**config.mk**
```make
export PLATFORM = sky130hd
export DESIGN_NAME = uart_status_framer_flat
export DESIGN_NICKNAME = d
export VERILOG_FILES = /design/src/rtl/uart_status_framer_if.sv /design/src/rtl/uart_status_framer.sv /design/src/flat_wrapper.sv
export SDC_FILE = /design/constraint.sdc
export NUM_CORES = 1
export LEC_CHECK = 0
export ABC_AREA = 1
export BUFFER_PORTS_ARGS = -buffer_cell sky130_fd_sc_hd__buf_2
export CORE_AREA = 3 3 135 137
export CTS_BUF_LIST = sky130_fd_sc_hd__clkbuf_4 sky130_fd_sc_hd__clkbuf_8
export DETAILED_ROUTE_END_ITERATION = 12
export DIE_AREA = 0 0 138 140
export PLACE_DENSITY = 0.73
export SKIP_LAST_GASP = 1
export SYNTH_ARGS = -nofsm -noshare
export SYNTH_HDL_FRONTEND = slang
export SYNTH_SLANG_ARGS = --single-unit
```
**constraint.sdc**
```tcl
create_clock -name CLK_SE_AR -period 3.9 [get_ports CLK_SE_AR]
set_input_delay 0.39 -clock CLK_SE_AR [delete_from_list [all_inputs] [get_ports CLK_SE_AR]]
set_output_delay 0.39 -clock CLK_SE_AR [all_outputs]
set_load 0.05 [all_outputs]
```
**src/rtl/uart_status_framer_if.sv**
```systemverilog
// Byte-level handshake between the status framer and the async UART transmitter.
// The framer is the master: it offers a byte with tx_start, the transmitter answers with tx_busy.
interface uart_status_framer_if;
    logic       tx_start;
    logic [7:0] tx_data;
    logic       tx_busy;

    modport master (output tx_start, output tx_data, input tx_busy);
    modport slave  (input tx_start, input tx_data, output tx_busy);
endinterface

```
**src/rtl/uart_status_framer.sv**
```systemverilog
// Serialises the 32-bit status words of the enabled motors into 7-byte UART frames:
// SYNC, index, data LSB first, XOR checksum of index and data bytes.
//
//   state     | meaning
//   ----------+-------------------------------------------------------
//   IDLE      | waiting for send_req or a pending request
//   SCAN      | walking the latched mask, skipping disabled motors
//   LOAD      | snapshot the motor word, frame starts with SYNC
//   START     | offer current byte once the transmitter is idle
//   WAIT_ACK  | waiting for tx_busy to rise, bounded by ACK_TIMEOUT
//   WAIT_DONE | waiting for tx_busy to fall, then advance the byte
//   DONE      | one-cycle sweep_done, back to IDLE
module uart_status_framer #(
    parameter int          NUM_MOTORS  = 10,
    parameter logic [7:0]  SYNC_BYTE   = 8'h53,
    parameter int          ACK_TIMEOUT = 15
) (
    input  logic                     CLK_SE_AR,
    input  logic                     reset,
    input  logic                     send_req,
    input  logic [NUM_MOTORS-1:0]    motor_mask,
    input  logic [NUM_MOTORS*32-1:0] status_flat,
    uart_status_framer_if.master     tx,
    output logic                     active,
    output logic                     sweep_done,
    output logic                     tx_error
);

    localparam int IDX_W  = $clog2(NUM_MOTORS + 1);
    localparam int MASK_W = 1 << IDX_W;
    localparam int TMO_W  = $clog2(ACK_TIMEOUT + 1);

    localparam logic [2:0] IDLE      = 3'd0;
    localparam logic [2:0] SCAN      = 3'd1;
    localparam logic [2:0] LOAD      = 3'd2;
    localparam logic [2:0] START     = 3'd3;
    localparam logic [2:0] WAIT_ACK  = 3'd4;
    localparam logic [2:0] WAIT_DONE = 3'd5;
    localparam logic [2:0] DONE      = 3'd6;

    logic [2:0]        state_q,    state_d;
    logic [IDX_W-1:0]  idx_q,      idx_d;
    logic [MASK_W-1:0] mask_q,     mask_d;
    logic [31:0]       data_q,     data_d;
    logic [2:0]        byte_cnt_q, byte_cnt_d;
    logic [7:0]        chk_q,      chk_d;
    logic [7:0]        tx_data_q,  tx_data_d;
    logic [TMO_W-1:0]  tmo_q,      tmo_d;
    logic              pending_q,  pending_d;
    logic              tx_error_q, tx_error_d;
    logic [31:0]       word_sel;

    function automatic logic [7:0] frame_byte(input logic [2:0]       n,
                                              input logic [IDX_W-1:0] idx,
                                              input logic [31:0]      d,
                                              input logic [7:0]       chk);
        case (n)
            3'd0:    frame_byte = SYNC_BYTE;
            3'd1:    frame_byte = 8'(idx);
            3'd2:    frame_byte = d[7:0];
            3'd3:    frame_byte = d[15:8];
            3'd4:    frame_byte = d[23:16];
            3'd5:    frame_byte = d[31:24];
            default: frame_byte = chk;
        endcase
    endfunction

    always_comb begin
        word_sel = '0;
        for (int i = 0; i < NUM_MOTORS; i++) begin
            if (idx_q == IDX_W'(i)) word_sel = status_flat[32*i +: 32];
        end
    end

    always_comb begin
        state_d    = state_q;
        idx_d      = idx_q;
        mask_d     = mask_q;
        data_d     = data_q;
        byte_cnt_d = byte_cnt_q;
        chk_d      = chk_q;
        tx_data_d  = tx_data_q;
        tmo_d      = tmo_q;
        tx_error_d = tx_error_q;
        // A request arriving mid-sweep merges into a single pending sweep.
        pending_d  = pending_q | (send_req && (state_q != IDLE));

        case (state_q)
            IDLE: begin
                if (send_req || pending_q) begin
                    mask_d    = MASK_W'(motor_mask);
                    idx_d     = '0;
                    pending_d = 1'b0;
                    state_d   = SCAN;
                end
            end
            SCAN: begin
                if (idx_q == IDX_W'(NUM_MOTORS)) begin
                    state_d = DONE;
                end else if (!mask_q[idx_q]) begin
                    idx_d = idx_q + IDX_W'(1);
                end else begin
                    state_d = LOAD;
                end
            end
            LOAD: begin
                data_d     = word_sel;
                byte_cnt_d = '0;
                chk_d      = '0;
                tx_data_d  = SYNC_BYTE;
                state_d    = START;
            end
            START: begin
                if (!tx.tx_busy) begin
                    tmo_d   = TMO_W'(ACK_TIMEOUT - 1);
                    state_d = WAIT_ACK;
                end
            end
            WAIT_ACK: begin
                if (tx.tx_busy) begin
                    state_d = WAIT_DONE;
                end else if (tmo_q == '0) begin
                    tx_error_d = 1'b1;
                    state_d    = DONE;
                end else begin
                    tmo_d = tmo_q - TMO_W'(1);
                end
            end
            WAIT_DONE: begin
                if (!tx.tx_busy) begin
                    if (byte_cnt_q >= 3'd1 && byte_cnt_q <= 3'd5) chk_d = chk_q ^ tx_data_q;
                    if (byte_cnt_q == 3'd6) begin
                        idx_d   = idx_q + IDX_W'(1);
                        state_d = SCAN;
                    end else begin
                        byte_cnt_d = byte_cnt_q + 3'd1;
                        tx_data_d  = frame_byte(byte_cnt_q + 3'd1, idx_q, data_q, chk_d);
                        state_d    = START;
                    end
                end
            end
            DONE: begin
                state_d = IDLE;
            end
            default: begin
                state_d = IDLE;
            end
        endcase
    end

    always_ff @(posedge CLK_SE_AR) begin
        if (reset) begin
            state_q    <= IDLE;
            idx_q      <= '0;
            mask_q     <= '0;
            data_q     <= '0;
            byte_cnt_q <= '0;
            chk_q      <= '0;
            tx_data_q  <= '0;
            tmo_q      <= '0;
            pending_q  <= 1'b0;
            tx_error_q <= 1'b0;
        end else begin
            state_q    <= state_d;
            idx_q      <= idx_d;
            mask_q     <= mask_d;
            data_q     <= data_d;
            byte_cnt_q <= byte_cnt_d;
            chk_q      <= chk_d;
            tx_data_q  <= tx_data_d;
            tmo_q      <= tmo_d;
            pending_q  <= pending_d;
            tx_error_q <= tx_error_d;
        end
    end

    // tx_start is gated by tx_busy so it can never coincide with a busy transmitter.
    assign tx.tx_start = (state_q == START) && !tx.tx_busy;
    assign tx.tx_data  = tx_data_q;
    assign active      = (state_q != IDLE);
    assign sweep_done  = (state_q == DONE);
    assign tx_error    = tx_error_q;

endmodule

```
**src/flat_wrapper.sv**
```systemverilog
// flat-port wrapper written by rule: the top's interface ports become plain ports
module uart_status_framer_flat 
#(
    parameter int          NUM_MOTORS  = 10,
    parameter logic [7:0]  SYNC_BYTE   = 8'h53,
    parameter int          ACK_TIMEOUT = 15
)
  (CLK_SE_AR, reset, send_req, motor_mask, status_flat, active, sweep_done, tx_error, tx_tx_start, tx_tx_data, tx_tx_busy);
  uart_status_framer_if tx_i ();
  input  logic CLK_SE_AR;
  input  logic reset;
  input  logic send_req;
  input  logic [NUM_MOTORS-1:0] motor_mask;
  input  logic [NUM_MOTORS*32-1:0] status_flat;
  output logic active;
  output logic sweep_done;
  output logic tx_error;
  output wire logic [$bits(tx_i.tx_start)-1:0] tx_tx_start;
  output wire logic [$bits(tx_i.tx_data)-1:0] tx_tx_data;
  input wire logic [$bits(tx_i.tx_busy)-1:0] tx_tx_busy;
  assign tx_tx_start = tx_i.tx_start;
  assign tx_tx_data = tx_i.tx_data;
  assign tx_i.tx_busy = tx_tx_busy;
  uart_status_framer #(.NUM_MOTORS(NUM_MOTORS), .SYNC_BYTE(SYNC_BYTE), .ACK_TIMEOUT(ACK_TIMEOUT)) u_core (.CLK_SE_AR(CLK_SE_AR), .reset(reset), .send_req(send_req), .motor_mask(motor_mask), .status_flat(status_flat), .tx(tx_i), .active(active), .sweep_done(sweep_done), .tx_error(tx_error));
endmodule
```
Word-level counts from Yosys, hierarchy flattened. Index checks and enable logic that the tools add are counted.

Eq/ne operators: 33. $mul: 0. Shift-type cells: 0. Reduce and logical (&&, ||, !) cells: 20. $lt $le $gt $ge: 3. Add/subtract/negate cells: 3. Bitwise logic cells: 3. Multiplexer cells: 43. Divide/modulo/power cells: 0.

Operators with widths (count): 2-to-1 mux 32 bit (10); one-hot mux 8 bit (6 select lines) (1); 2-to-1 mux 4 bit (8); 2-to-1 mux 8 bit (4); one-hot mux 8 bit (2 select lines) (2); 2-to-1 mux 3 bit (9); == test 3 bit (second input constant) (6); one-hot mux 3 bit (6 select lines) (1); == test 4 x 3 -> 1 bit (second input constant) (4); != test 2 bit (second input constant) (7); == test 3 x 2 -> 1 bit (second input constant) (4); == test 4 bit (second input constant) (3); one-hot mux 4 bit (3 select lines) (1); == test 4 x 2 -> 1 bit (second input constant) (2); logical NOT 4 bit (2); one-hot mux 4 bit (2 select lines) (1); XOR 8 bit (1); == test 3 x 1 -> 1 bit (second input constant) (2); logical NOT 3 bit (2); one-hot mux 3 bit (2 select lines) (1); AND reduction 3 bit (2); AND reduction 6 bit (1); nonzero test 3 bit (2); less-than comparator 4 x 5 -> 1 bit (second input constant) (1); other kinds (21) (28).

Bits in latches: 0. RAM bits: 0. Register bits after elaboration: 74. Memories kept: 0. Bits of input ports: 334. Bits in read-only memories: 0. Output and inout port bits: 12.

Longest topological paths before layout.
Depth after elaboration: 11. Mapped depth: 15. Depth with buffers taken out: 14.

Worst setup path after synthesis. Ideal clock, no wire load.

Kind: register to output. Start: register u_core.state_q[1]. End: output port sweep_done. Data required time: 3510 ps. Data arrival time: 1549 ps. Cell stages (with the launch flop): 3. Path slack: 1961 ps. Cells stage by stage: dfxtp_1 inv_1 nor3_1.

Word-level cells in the longest chain between the ends: 1.

RTL lines: start, declared (line uart_status_framer.sv:41) `logic [2:0] state_q, state_d;`; start signal, assigned (line uart_status_framer.sv:164) `state_q <= state_d;`; == test 3 bit (line uart_status_framer.sv:181) `assign sweep_done = (state_q == DONE);`; end, declared (line flat_wrapper.sv:16) `output logic sweep_done;`.

No other way between the ends.

Final worst setup path.
Start: register u_core.idx_q[0]. End: register u_core.data_q[21].

Word-level cells in the longest chain between the ends: 11. Elaborated cells between the ends (all ways): 20. Classes of those cells: 9 x eq/ne; 10 x mux; 1 x reduce/logical.

RTL lines: start, declared (line uart_status_framer.sv:42) `logic [IDX_W-1:0] idx_q, idx_d;`; start signal, assigned (line uart_status_framer.sv:165) `idx_q <= idx_d;`; logical NOT 4 bit (line uart_status_framer.sv:71) `if (idx_q == IDX_W'(i)) word_sel = status_flat[32*i +: 32];`; 2-to-1 mux 32 bit (9 in series) (line uart_status_framer.sv:71); 2-to-1 mux 32 bit (*) (line uart_status_framer.sv:71); end signal, assigned (line uart_status_framer.sv:167) `data_q <= data_d;`; end, declared (line uart_status_framer.sv:44) `logic [31:0] data_q, data_d;`.

Mark *: on every way between the ends. The rest lies on a longest branch, timed or not. A chain may end at the register's enable or synchronous reset.

==> flow_metrics.env <==
export IMPL_outcome="complete, no violations"
export IMPL_path_max_fanout=34
export IMPL_pwr_share_seq_pct=24.9
export IMPL_post_dp_cell_area_um2=9420
export IMPL_worst_r2r_cell_count=15
export IMPL_synthesis_instances=1463
export IMPL_ys_warnings_count=0
export IMPL_worst_ir_drop_vdd_mv=0.225
export IMPL_min_from="motor_mask[2]"
export IMPL_fin_crit_sh_pct=73.1
export IMPL_drv_slew=0
export IMPL_hold_depth=3
export IMPL_path_clk_slew_ns=0.08
export IMPL_layout_drive_gt1_share_pct=23.1
export IMPL_whs_ns=0.313
export IMPL_dieArea_um2=19300
export IMPL_fin_nets=2090
export IMPL_numCtsBuffers=9
export IMPL_grtUsageTotal_pct=30.3
export IMPL_min_to="u_core.mask_q[2]$_SDFFE_PP0P_"
export IMPL_dr_total_vias=10100
export IMPL_critPathArrivalTime_ns=3.13
export IMPL_ys_seq_area_share_pct=19.2
export IMPL_setup_viol=0
export IMPL_gp_congestion=0.962
export IMPL_syn_area_per_cell_um2=5.26
export IMPL_rrSetupSlack_ns=1.05
export IMPL_insertion_delay_ns=0.35
export IMPL_endpoint_kind="flip-flop"
export IMPL_n_fill_cell=1864
export IMPL_finalSetupTns_ns=0
export IMPL_netSwitchingPower_mw=2.01
export IMPL_drt_iter0_markers=781
export IMPL_dpl_hpwl_um=24200
export IMPL_cts_root_buf="clkbuf_8"
export IMPL_cts_sinks=74
export IMPL_ys_ff_latch=74
export IMPL_worstMarginPinSlew_ns=0.999
export IMPL_worstPathRequired_ns=4.18
export IMPL_io_buffers=345
export IMPL_rr_startpoint="u_core.idx_q[0]$_SDFFE_PP0P_"
export IMPL_p_leak_nw=5.33
export IMPL_fmax_mhz=351
export IMPL_grt_pass1_vias=9230
export IMPL_coreArea_um2=17200
export IMPL_power_frac_comb_pct=60.2
export IMPL_hold_class="in -> reg"
export IMPL_hold_buffers=0
export IMPL_drv_cap=0
export IMPL_skew_ns=0.00806
export IMPL_cts_path_max_buffers=2
export IMPL_relSlewSlack_pct=33.2
export IMPL_ys_types=35
export IMPL_power_mw=4.03
export IMPL_initial_core_util_pct=44.8
export IMPL_min_period_ns=2.85
export IMPL_antenna_found_initial=5
export IMPL_clkPwrFrac_pct=14.9
export IMPL_path_class="reg -> reg"
export IMPL_via_per_inst=5.09
export IMPL_rr_endpoint="u_core.data_q[21]$_SDFFE_PP0P_"
export IMPL_place_inst=1960
export IMPL_cts_setup_buffers=0
export IMPL_area_growth_pct=24.9
export IMPL_synth_nets=1807
export IMPL_wl_um=30800
export IMPL_overflow=0
export IMPL_grt_pass1_wl_um=48000
export IMPL_drtPass1Iterations=6
export IMPL_crit_path_start_kind="flip-flop"
export IMPL_final_cell_area_um2=9620
export IMPL_hold_viol=0
export IMPL_fin_cells=1980
export IMPL_die_h_um=140
export IMPL_power_density_nw_per_um2=418
export IMPL_synth_area_um2=7700
export IMPL_io_pins=346
export IMPL_grt_max_degree=99
export IMPL_drc=0
export IMPL_fp_row_count=48
export IMPL_fp_dieW_um=138
export IMPL_ant_nets=0
export IMPL_p_int_mw=2.02
export IMPL_cts_max_level=3
export IMPL_grt_setup_unrepaired="no"
export IMPL_routedWlPerCell_um=15.5
export IMPL_cts_tree="yes"
export IMPL_cts_resized=0
export IMPL_sw_frac_of_total_pct=49.8
## critical path, stage by stage, from the launching register on
cell     delay [ns]
dfxtp_1        0.44
inv_1          0.22
ha_2           0.69
inv_1          0.12
nor2_2         0.11
buf_4          0.32
nand3_1        0.13
nand3_1        0.11
nand2_1        0.08
nand3_1        0.08
nand2_1        0.07
nand2_1        0.06
nand2_1        0.04
nand2_1        0.05
nand2_1        0.09
a21oi_1        0.14
## cells in the final DEF (no fill, tap or decap), types with 2 or more instances in the layout
cell type,count
a211oi_1,3
a21oi_1,77
a31oi_1,5
buf_2,345
buf_4,16
clkbuf_4,2
clkbuf_8,10
clkinv_2,2
dfxtp_1,74
diode_2,5
ha_1,9
inv_1,177
inv_2,6
nand2_1,516
nand2_2,4
nand3_1,217
nand3b_1,34
nand4_1,5
nor2_1,151
nor2_2,7
nor2_8,3
nor3_1,7
o211ai_1,3
o21ai_0,25
o21ai_1,2
or2_0,28
or2_2,4
xnor2_1,4
xor2_1,5
## worst max-delay path by stage
stage / startpoint / endpoint / slack [ns] / cells after the start
3_5_place_dp: u_core.idx_q[0]$_SDFFE_PP0P_ / u_core.data_q[5]$_SDFFE_PP0P_ / 1.12 / 15
6_report: u_core.idx_q[0]$_SDFFE_PP0P_ / u_core.data_q[21]$_SDFFE_PP0P_ / 1.05 / 15
2_1_floorplan: u_core.state_q[1]$_SDFFE_PP0P_ / sweep_done / 1.96 / 2
4_1_cts: u_core.idx_q[0]$_SDFFE_PP0P_ / u_core.data_q[5]$_SDFFE_PP0P_ / 1.10 / 15
5_1_grt: u_core.idx_q[0]$_SDFFE_PP0P_ / u_core.data_q[24]$_SDFFE_PP0P_ / 0.78 / 13
3_3_place_gp: u_core.idx_q[0]$_SDFFE_PP0P_ / u_core.data_q[5]$_SDFFE_PP0P_ / 1.21 / 15
## Yosys cell counts (all sizes together)
| cell type | count | share of area (%) |
|---|---|---|
| nand2 | 520 | 25 |
| nand3 | 218 | 14 |
| inv | 183 | 8.9 |
| nor2 | 162 | 8.8 |
| a21oi | 77 | 5.0 |
| dfxtp | 74 | 19 |
| buf | 52 | 3.7 |
| clkbuf | 37 | 1.8 |
| nand3b | 34 | 3.3 |
| or2 | 32 | 2.6 |
| o21ai | 27 | 1.8 |
| ha | 10 | 1.6 |
| nor3 | 7 | 0.45 |
| a31oi | 5 | 0.41 |
| nand4 | 5 | 0.41 |
| xor2 | 5 | 0.57 |
| xnor2 | 4 | 0.45 |
| a211oi | 3 | 0.29 |
| o211ai | 3 | 0.29 |
| a22o | 1 | 0.11 |
| a41oi | 1 | 0.11 |
| nor4 | 1 | 0.28 |
| o2111ai | 1 | 0.11 |
| o22ai | 1 | 0.081 |
## through the flow
stage / setup WS, ns / util, %
finish: 1.05 / 56.0
global route: 0.785 / 56.0
CTS: 1.10 / 55.9
detailed placement: 1.12 / 54.8
global placement: 1.21 / 54.8
floorplan: 1.96 / -
## state kept, by name (all words and copies together), names as in the netlist
register / flops
u_core.tmo_q: 4
u_core.chk_q: 8
u_core.data_q: 32
u_core.byte_cnt_q: 3
u_core.idx_q: 4
u_core.mask_q: 10
u_core.pending_q: 1
u_core.state_q: 3
u_core.tx_error: 1
u_core.tx.tx_data: 8
## cell type report
cell class	instances	area, um2	area share, %
antenna	5	12.5	0.130
sequential	74	1480	15.4
timing repair buffer	361	1850	19.2
multi-input combinational	1117	5120	53.2
clock inverter	3	40.0	0.416
inverter	183	687	7.14
tap	225	282	2.93
clock buffer	12	153	1.59
## kinds of logic after synthesis
family / share of synthesized area, %
AND/OR/NAND/NOR: 55.5
buffers and inverters: 14.4
AO/OA/AOI/OAI: 8.17
flip-flops: 19.2
adder cells (fa/ha/maj): 1.62
XOR/XNOR: 1.02
## metal layers
layer | GRT usage [%] | wire (um)
met1 | 39.5 | 13000
met2 | 52.3 | 14400
met3 | 5.50 | 2620
met4 | 6.86 | 743
met5 | 0 | 21
## power by group through the flow
stage / Combinational [mW] / Sequential [mW] / Clock, mW
floorplan: 1.65 / 1.03 / 0
global placement: 2.41 / 1.01 / 0
detailed placement: 2.42 / 1.01 / 0
CTS: 2.43 / 0.999 / 0.611
global route: 2.76 / 1.02 / 0.637
finish: 2.43 / 1.00 / 0.599
(Power assumes the default switching activity.)
